<file path="config.mk">
export PLATFORM = sky130hd
export DESIGN_NAME = mhd_pair_gen_flat
export DESIGN_NICKNAME = d
export VERILOG_FILES = /design/src/rtl/mhd_pair_gen_pkg.sv /design/src/rtl/mhd_pair_gen_if.sv /design/src/rtl/mhd_pair_gen_next_comb.sv /design/src/rtl/mhd_pair_gen.sv /design/src/flat_wrapper.sv
export SDC_FILE = /design/constraint.sdc
export NUM_CORES = 1
export LEC_CHECK = 0
export ABC_CLOCK_PERIOD_IN_PS = 10460
export CORE_ASPECT_RATIO = 0.75
export CORE_MARGIN = 4
export CORE_UTILIZATION = 33
export CTS_BUF_LIST = sky130_fd_sc_hd__clkbuf_8
export DETAILED_ROUTE_END_ITERATION = 10
export HOLD_SLACK_MARGIN = 0.03
export PLACE_DENSITY = 0.61
export SETUP_SLACK_MARGIN = 0.2
export SYNTH_ARGS = -nofsm -noshare
export SYNTH_HDL_FRONTEND = slang
export SYNTH_SLANG_ARGS = --single-unit
</file>
<file path="constraint.sdc">
create_clock -name clk -period 10.46 [get_ports clk]
set_input_delay 2.615 -clock clk [delete_from_list [all_inputs] [get_ports clk]]
set_output_delay 2.615 -clock clk [all_outputs]
set_load 0.01 [all_outputs]
</file>
<file path="src/rtl/mhd_pair_gen_pkg.sv">
// Shared types and mask/LFSR helpers for the Hamming-distance pair generator.
// Helpers work on 64-bit values; callers truncate to their word width.
package mhd_gen_pkg;

    localparam int DEF_WIDTH = 16;
    localparam int DIST_W    = $clog2(DEF_WIDTH + 1);

    typedef enum logic [1:0] {IDLE, RUN, DONE} state_t;

    function automatic logic [63:0] lfsr_next(input logic [63:0] x, input logic [63:0] taps);
        return x[0] ? ((x >> 1) ^ taps) : (x >> 1);
    endfunction

    function automatic logic [63:0] first_mask(input int unsigned k);
        return (64'd1 << k) - 64'd1;
    endfunction

    // Top k bits of a width-bit word set.
    function automatic logic [63:0] last_mask(input int unsigned k, input int unsigned width);
        return first_mask(k) << (width - k);
    endfunction

endpackage

</file>
<file path="src/rtl/mhd_pair_gen_if.sv">
// Pair stream from the generator to the miter: valid/ready with a, b and distance.
interface mhd_pair_gen_if #(
    parameter int WIDTH = 16,
    parameter int DW    = $clog2(WIDTH + 1)
);
    logic             out_valid;
    logic             out_ready;
    logic [WIDTH-1:0] out_a;
    logic [WIDTH-1:0] out_b;
    logic [DW-1:0]    out_dist;

    modport master (output out_valid, out_a, out_b, out_dist, input out_ready);
    modport slave  (input out_valid, out_a, out_b, out_dist, output out_ready);
endinterface

</file>
<file path="src/rtl/mhd_pair_gen_next_comb.sv">
// Gosper's step: next larger word with the same popcount. Shift by ctz instead of divide.
module mhd_next_comb #(
    parameter int WIDTH = 16
) (
    input  logic [WIDTH-1:0] m,
    output logic [WIDTH-1:0] nxt
);
    localparam int SW = (WIDTH > 1) ? $clog2(WIDTH) : 1;

    logic [WIDTH-1:0] c, r;
    logic [SW-1:0]    sh;

    assign c = m & (~m + 1'b1);
    assign r = m + c;

    // Priority encoder: descending scan so the lowest set bit of c wins.
    always_comb begin
        sh = '0;
        for (int i = WIDTH - 1; i >= 0; i--) begin
            if (c[i]) sh = SW'(i);
        end
    end

    assign nxt = (((r ^ m) >> 2) >> sh) | r;
endmodule

</file>
<file path="src/rtl/mhd_pair_gen.sv">
// Emits (a, a^mask) pairs with popcount(mask)==k, walking all masks per LFSR base word.
// Define MHD_PAIR_GEN_CHECK_EN to add the sticky chk_err self-check output.
module mhd_pair_gen
    import mhd_gen_pkg::*;
#(
    parameter int               WIDTH    = 16,
    parameter int               NUM_BASE = 4,
    parameter logic [WIDTH-1:0] TAPS     = 16'hB400,
    parameter int               DW       = $clog2(WIDTH + 1)
) (
    input  logic             clk,
    input  logic             rst,
    input  logic             start,
    input  logic [DW-1:0]    k,
    input  logic [WIDTH-1:0] seed,
    mhd_pair_gen_if.master   pif,
    output logic             busy,
    output logic             done,
`ifdef MHD_PAIR_GEN_CHECK_EN
    output logic             chk_err,
`endif
    output logic             cfg_err
);
    localparam int            BC_W = (NUM_BASE > 1) ? $clog2(NUM_BASE) : 1;
    localparam logic [DW-1:0] KMAX = DW'(WIDTH);

    state_t           state;
    logic [WIDTH-1:0] base, mask;
    logic [BC_W-1:0]  base_cnt;
    logic [DW-1:0]    k_q;

    logic [WIDTH-1:0] first_m, last_m, nxt, base_nx, k_first, seed_nz;

    assign first_m = WIDTH'(first_mask(32'(k_q)));
    assign last_m  = WIDTH'(last_mask(32'(k_q), WIDTH));
    assign base_nx = WIDTH'(lfsr_next(64'(base), 64'(TAPS)));
    assign k_first = WIDTH'(first_mask(32'(k)));
    assign seed_nz = (seed == '0) ? WIDTH'(1) : seed;

    mhd_next_comb #(.WIDTH(WIDTH)) u_next (.m(mask), .nxt(nxt));

`ifdef MHD_PAIR_GEN_CHECK_EN
    logic [WIDTH-1:0] diff;
    logic [DW-1:0]    pop;
    assign diff = pif.out_a ^ pif.out_b;
    always_comb begin
        pop = '0;
        for (int i = 0; i < WIDTH; i++) pop = pop + DW'(diff[i]);
    end
`endif

    always_ff @(posedge clk) begin
        if (rst) begin
            state         <= IDLE;
            base          <= '0;
            mask          <= '0;
            base_cnt      <= '0;
            k_q           <= '0;
            pif.out_valid <= 1'b0;
            pif.out_a     <= '0;
            pif.out_b     <= '0;
            pif.out_dist  <= '0;
            busy          <= 1'b0;
            done          <= 1'b0;
            cfg_err       <= 1'b0;
`ifdef MHD_PAIR_GEN_CHECK_EN
            chk_err       <= 1'b0;
`endif
        end else begin
            done    <= 1'b0;
            cfg_err <= 1'b0;
            case (state)
                IDLE: begin
                    if (start) begin
                        if (k > KMAX) begin
                            cfg_err <= 1'b1;
                        end else begin
                            base          <= seed_nz;
                            mask          <= k_first;
                            base_cnt      <= '0;
                            k_q           <= k;
                            pif.out_valid <= 1'b1;
                            pif.out_a     <= seed_nz;
                            pif.out_b     <= seed_nz ^ k_first;
                            pif.out_dist  <= k;
                            busy          <= 1'b1;
                            state         <= RUN;
`ifdef MHD_PAIR_GEN_CHECK_EN
                            chk_err       <= 1'b0;
`endif
                        end
                    end
                end
                RUN: begin
                    // out_valid is always high here, so ready alone marks a transfer.
                    if (pif.out_ready) begin
`ifdef MHD_PAIR_GEN_CHECK_EN
                        if (pop != pif.out_dist) chk_err <= 1'b1;
`endif
                        if (mask != last_m) begin
                            mask      <= nxt;
                            pif.out_b <= base ^ nxt;
`ifdef MHD_PAIR_GEN_CHECK_EN
                            if (nxt <= mask) chk_err <= 1'b1;
`endif
                        end else if (base_cnt != BC_W'(NUM_BASE - 1)) begin
                            base      <= base_nx;
                            mask      <= first_m;
                            base_cnt  <= base_cnt + 1'b1;
                            pif.out_a <= base_nx;
                            pif.out_b <= base_nx ^ first_m;
                        end else begin
                            pif.out_valid <= 1'b0;
                            busy          <= 1'b0;
                            done          <= 1'b1;
                            state         <= DONE;
                        end
                    end
                end
                DONE:    state <= IDLE;
                default: state <= IDLE;
            endcase
        end
    end
endmodule

</file>
<file path="src/flat_wrapper.sv">
// flat-port wrapper written by rule: the top's interface ports become plain ports
module mhd_pair_gen_flat import mhd_gen_pkg::*;
#(
    parameter int               WIDTH    = 16,
    parameter int               NUM_BASE = 4,
    parameter logic [WIDTH-1:0] TAPS     = 16'hB400,
    parameter int               DW       = $clog2(WIDTH + 1)
)
  (clk, rst, start, k, seed, busy, done, cfg_err, pif_out_valid, pif_out_a, pif_out_b, pif_out_dist, pif_out_ready);
  mhd_pair_gen_if #(.WIDTH(WIDTH), .DW(DW)) pif_i ();
  input  logic clk;
  input  logic rst;
  input  logic start;
  input  logic [DW-1:0] k;
  input  logic [WIDTH-1:0] seed;
  output logic busy;
  output logic done;
  output logic cfg_err;
  output wire logic [$bits(pif_i.out_valid)-1:0] pif_out_valid;
  output wire logic [$bits(pif_i.out_a)-1:0] pif_out_a;
  output wire logic [$bits(pif_i.out_b)-1:0] pif_out_b;
  output wire logic [$bits(pif_i.out_dist)-1:0] pif_out_dist;
  input wire logic [$bits(pif_i.out_ready)-1:0] pif_out_ready;
  assign pif_out_valid = pif_i.out_valid;
  assign pif_out_a = pif_i.out_a;
  assign pif_out_b = pif_i.out_b;
  assign pif_out_dist = pif_i.out_dist;
  assign pif_i.out_ready = pif_out_ready;
  mhd_pair_gen #(.WIDTH(WIDTH), .NUM_BASE(NUM_BASE), .TAPS(TAPS), .DW(DW)) u_core (.clk(clk), .rst(rst), .start(start), .k(k), .seed(seed), .pif(pif_i), .busy(busy), .done(done), .cfg_err(cfg_err));
endmodule
</file>
==> summary.json <==
{
  "post_drt_via_cell_ratio": {"value": 6.662},
  "slew-limit-headroom": {"value": 0.2120},
  "rsz_0062_raised_after_global_routing": {"value": "no"},
  "synth-warning-count": {"value": 0},
  "rr_endpoint": {"value": "u_core.mask[3]"},
  "setup.worst_path.class": {"value": "flip-flop to flip-flop"},
  "ys.flop_type": {"value": "sky130_fd_sc_hd__dfxtp_1"},
  "hold_class": {"value": "flip-flop to flip-flop"},
  "slew_viol_final": {"value": 0},
  "final-hold-violation-count": {"value": 0},
  "critical_path.max_fanout": {"value": 25},
  "grt_max_degree": {"value": 61},
  "final_min_period_over_clock_period": {"value": 0.6767},
  "timing.final.setup_violations": {"value": 0},
  "die_area": {"value": 27750, "unit": "sq um"},
  "ff_latch_area": {"value": 1201, "unit": "sq um"},
  "cts_tree": {"value": "done"},
  "worstSkewPairLatency": {"value": 370, "unit": "ps"},
  "max_cap_viol_count": {"value": 0},
  "depth_of_the_worst_hold_timing_path": {"value": 2},
  "post_cts.resized_instances": {"value": 0},
  "fmax": {"value": 141.3, "unit": "MHz"},
  "syn_avg_cell_area": {"value": 7.075, "unit": "sq um"},
  "synth-seq-area-share": {"value": 0.1449},
  "area_of_the_multi_input_gates": {"value": 6519, "unit": "sq um"},
  "postRouteAntennaNets": {"value": 0},
  "postCtsHoldBufs": {"value": 0},
  "synth-async-reset-ratio": {"value": 0},
  "reg2reg_depth": {"value": 16},
  "initial_utilization": {"value": 0.3407},
  "crit-reg2reg-launch": {"value": "u_core.pif.out_dist[1]"},
  "gr-total-overflow": {"value": 0},
  "synthDistinctLibCells": {"value": 102},
  "power.density": {"value": 154.8, "unit": "nW/um^2"},
  "p_total": {"value": 1.434, "unit": "mW"},
  "drt-wirelength-per-cell": {"value": 24.22, "unit": "microns"},
  "p_leak": {"value": 3.152, "unit": "nW"},
  "status": {"value": "completed"},
  "worst_slew_pin_slew": {"value": 1182, "unit": "ps"},
  "n_fill_cell": {"value": 2611},
  "cts_root_buf": {"value": "sky130_fd_sc_hd__clkbuf_8"},
  "kind_of_start_point_of_the_critical_path": {"value": "flip-flop"},
  "hp-start": {"value": "u_core.pif.out_b[0]"},
  "place_hpwl": {"value": 26.44, "unit": "mm"},
  "routability_cong": {"value": 0.9896},
  "antenna_cells_inserted": {"value": 0},
  "crit_path_end_kind": {"value": "flip-flop"},
  "setup_tns": {"value": 0, "unit": "ps"},
  "critPathArrivalTime": {"value": 7280, "unit": "ps"},
  "vias": {"value": 9947},
  "drt_iter0_markers": {"value": 1643},
  "tot_gr_track_use": {"value": 0.2503},
  "worst_ep_required_time": {"value": 10670, "unit": "ps"},
  "die_h": {"value": 145.3, "unit": "microns"},
  "antenna_violations_before_repair": {"value": 0},
  "ios": {"value": 66},
  "layout.cells.most_common_list": {"value": "98 x sky130_fd_sc_hd__nand2_1, 89 x sky130_fd_sc_hd__nor2_1, 88 x sky130_fd_sc_hd__a21oi_1, 64 x sky130_fd_sc_hd__clkdlybuf4s50_1"},
  "drc_errors": {"value": 0},
  "num-nets-final": {"value": 1193},
  "worst_ir_drop_vdd": {"value": 0.09751, "unit": "mV"},
  "numCtsBuffers": {"value": 9},
  "first_global_vias": {"value": 9015},
  "netlist_instances": {"value": 1172},
  "clk_path_buf_depth": {"value": 2},
  "final_common_cell": {"value": "sky130_fd_sc_hd__nand2_1"},
  "cts.htree.levels": {"value": 3},
  "drive_above_1_share": {"value": 0.08262},
  "cts.repair_timing.setup_buffer_count": {"value": 0},
  "finClkSkew": {"value": 6.357, "unit": "ps"},
  "post_detailed_routing_wire_length": {"value": 36.17, "unit": "mm"},
  "worst-r2r-setup-slack": {"value": 3380, "unit": "ps"},
  "cts.reportedPaths.clkPinSlew": {"value": 70, "unit": "ps"},
  "fp.dieW": {"value": 191.0, "unit": "microns"},
  "synth.ff_latch_count": {"value": 60},
  "timing.hold.worst_endpoint": {"value": "u_core.pif.out_b[0]"},
  "wire_length_of_the_first_global_routing_pass": {"value": 55.46, "unit": "mm"},
  "buffer_ports.inserted": {"value": 65},
  "clkSinkCount": {"value": 60},
  "core_area": {"value": 24340, "unit": "sq um"},
  "first_pass_iters": {"value": 6},
  "placement_rows": {"value": 49},
  "synth_enable_flop_cells": {"value": 0},
  "summed_instance_area_of_the_synthesized_netlist": {"value": 8292, "unit": "sq um"},
  "post_synthesis_net_count": {"value": 1206},
  "finalCriticalPeriod": {"value": 7078, "unit": "ps"},
  "syn2layout_area_growth": {"value": 11.75, "unit": "%"}
}
## routing by layer
layer,part of all wire,global-route usage,vias up
li1,-,-,4503
met1,0.45,0.3764,4705
met2,0.40,0.3448,663
met3,0.13,0.07829,76
met4,0.026,0.05815,0
met5,0,0,-
## Yosys cell counts (18+ instances only)
cell type | number | area share
sky130_fd_sc_hd__a21oi_1 | 89 | 0.054
sky130_fd_sc_hd__a311oi_1 | 23 | 0.024
sky130_fd_sc_hd__a31oi_1 | 19 | 0.014
sky130_fd_sc_hd__buf_2 | 21 | 0.013
sky130_fd_sc_hd__clkbuf_1 | 76 | 0.034
sky130_fd_sc_hd__dfxtp_1 | 60 | 0.14
sky130_fd_sc_hd__inv_1 | 28 | 0.013
sky130_fd_sc_hd__mux2i_1 | 31 | 0.037
sky130_fd_sc_hd__nand2_1 | 99 | 0.045
sky130_fd_sc_hd__nand3_1 | 45 | 0.027
sky130_fd_sc_hd__nand4_1 | 18 | 0.014
sky130_fd_sc_hd__nor2_1 | 90 | 0.041
sky130_fd_sc_hd__nor3_1 | 53 | 0.032
sky130_fd_sc_hd__nor4_1 | 23 | 0.017
sky130_fd_sc_hd__o211ai_1 | 32 | 0.029
sky130_fd_sc_hd__o21ai_0 | 60 | 0.036
sky130_fd_sc_hd__xnor2_1 | 47 | 0.050
sky130_fd_sc_hd__xor2_1 | 20 | 0.021
## kinds of logic (layout without fill, tap and decap cells)
logic type                 Yosys count  after routing  share of synthesized area
AOI/OAI and AO/OA                  412            412                     0.3646
xor gates and xnor gates            67             67                    0.07077
adders and majority gates            9              9                    0.01358
buffers and inverters              140            130                    0.07243
DFF                                 60             60                     0.1449
muxes                               41             41                    0.05372
and+or+nand+nor                    443            443                     0.2801
## state kept, by name, summed over array words and instances, names as in the netlist
register / count
u_core.base_cnt: 2
u_core.pif.out_dist: 5
u_core.pif.out_b: 16
u_core.mask: 16
u_core.state: 2
u_core.pif.out_a: 16
u_core.done: 1
u_core.cfg_err: 1
u_core.busy: 1
## worst max-delay path, cell delays in order, from the launching register on
cell and delay (ps):
sky130_fd_sc_hd__dfxtp_1 550, sky130_fd_sc_hd__inv_1 110, sky130_fd_sc_hd__ha_1 270, sky130_fd_sc_hd__ha_1 430, sky130_fd_sc_hd__or3b_1 380, sky130_fd_sc_hd__ha_1 460
sky130_fd_sc_hd__inv_1 270, sky130_fd_sc_hd__xnor2_1 640, sky130_fd_sc_hd__o211ai_2 160, sky130_fd_sc_hd__o32ai_1 310, sky130_fd_sc_hd__o21ai_0 190, sky130_fd_sc_hd__xnor2_1 200
sky130_fd_sc_hd__or4_4 560, sky130_fd_sc_hd__or4_1 860, sky130_fd_sc_hd__or3_1 890, sky130_fd_sc_hd__nand2_1 450, sky130_fd_sc_hd__a221oi_1 150
## area by class of cell
type / instances / area share
clock buffer: 13 / 0.01931
timing repair buffer: 88 / 0.08831
sequential: 60 / 0.1296
clock inverter: 1 / 0.003241
tap: 331 / 0.04469
multi-input combinational: 972 / 0.7035
inverter: 28 / 0.01134
## metrics by stage
stage	instance area (sq um)	util	hold slack (ps)	worst slack (ps)	std cells
5_1_grt	9266	0.3807	515.8	3089	1493
3_5_place_dp	9057	0.3721	476.3	3634	1479
3_3_place_gp	9057	0.3721	468.5	3723	1479
4_1_cts	9266	0.3807	486.1	3599	1493
6_report	9266	0.3807	478.3	3382	1493
2_1_floorplan	8292	-	453.6	4903	1172
## worst max-delay path by stage
stage                           start                   end  slack, ps  cells past startpoint
2_1_floorplan  u_core.pif.out_dist[0]        u_core.mask[0]       4900                     21
3_3_place_gp   u_core.pif.out_dist[1]  u_core.pif.out_a[11]       3720                     16
3_5_place_dp   u_core.pif.out_dist[1]  u_core.pif.out_a[11]       3630                     16
5_1_grt        u_core.pif.out_dist[1]  u_core.pif.out_a[11]       3090                     16
4_1_cts        u_core.pif.out_dist[1]  u_core.pif.out_a[11]       3600                     16
6_report       u_core.pif.out_dist[1]        u_core.mask[3]       3380                     16
## report_power, final
group | switching, mW | leakage [nW] | internal [mW] | total, mW
combinational | 0.582 | 2.55 | 0.312 | 0.893
clock | 0.101 | 0.108 | 0.134 | 0.234
sequential | 0.0562 | 0.494 | 0.251 | 0.307
Power figures use the tool's default switching activity.
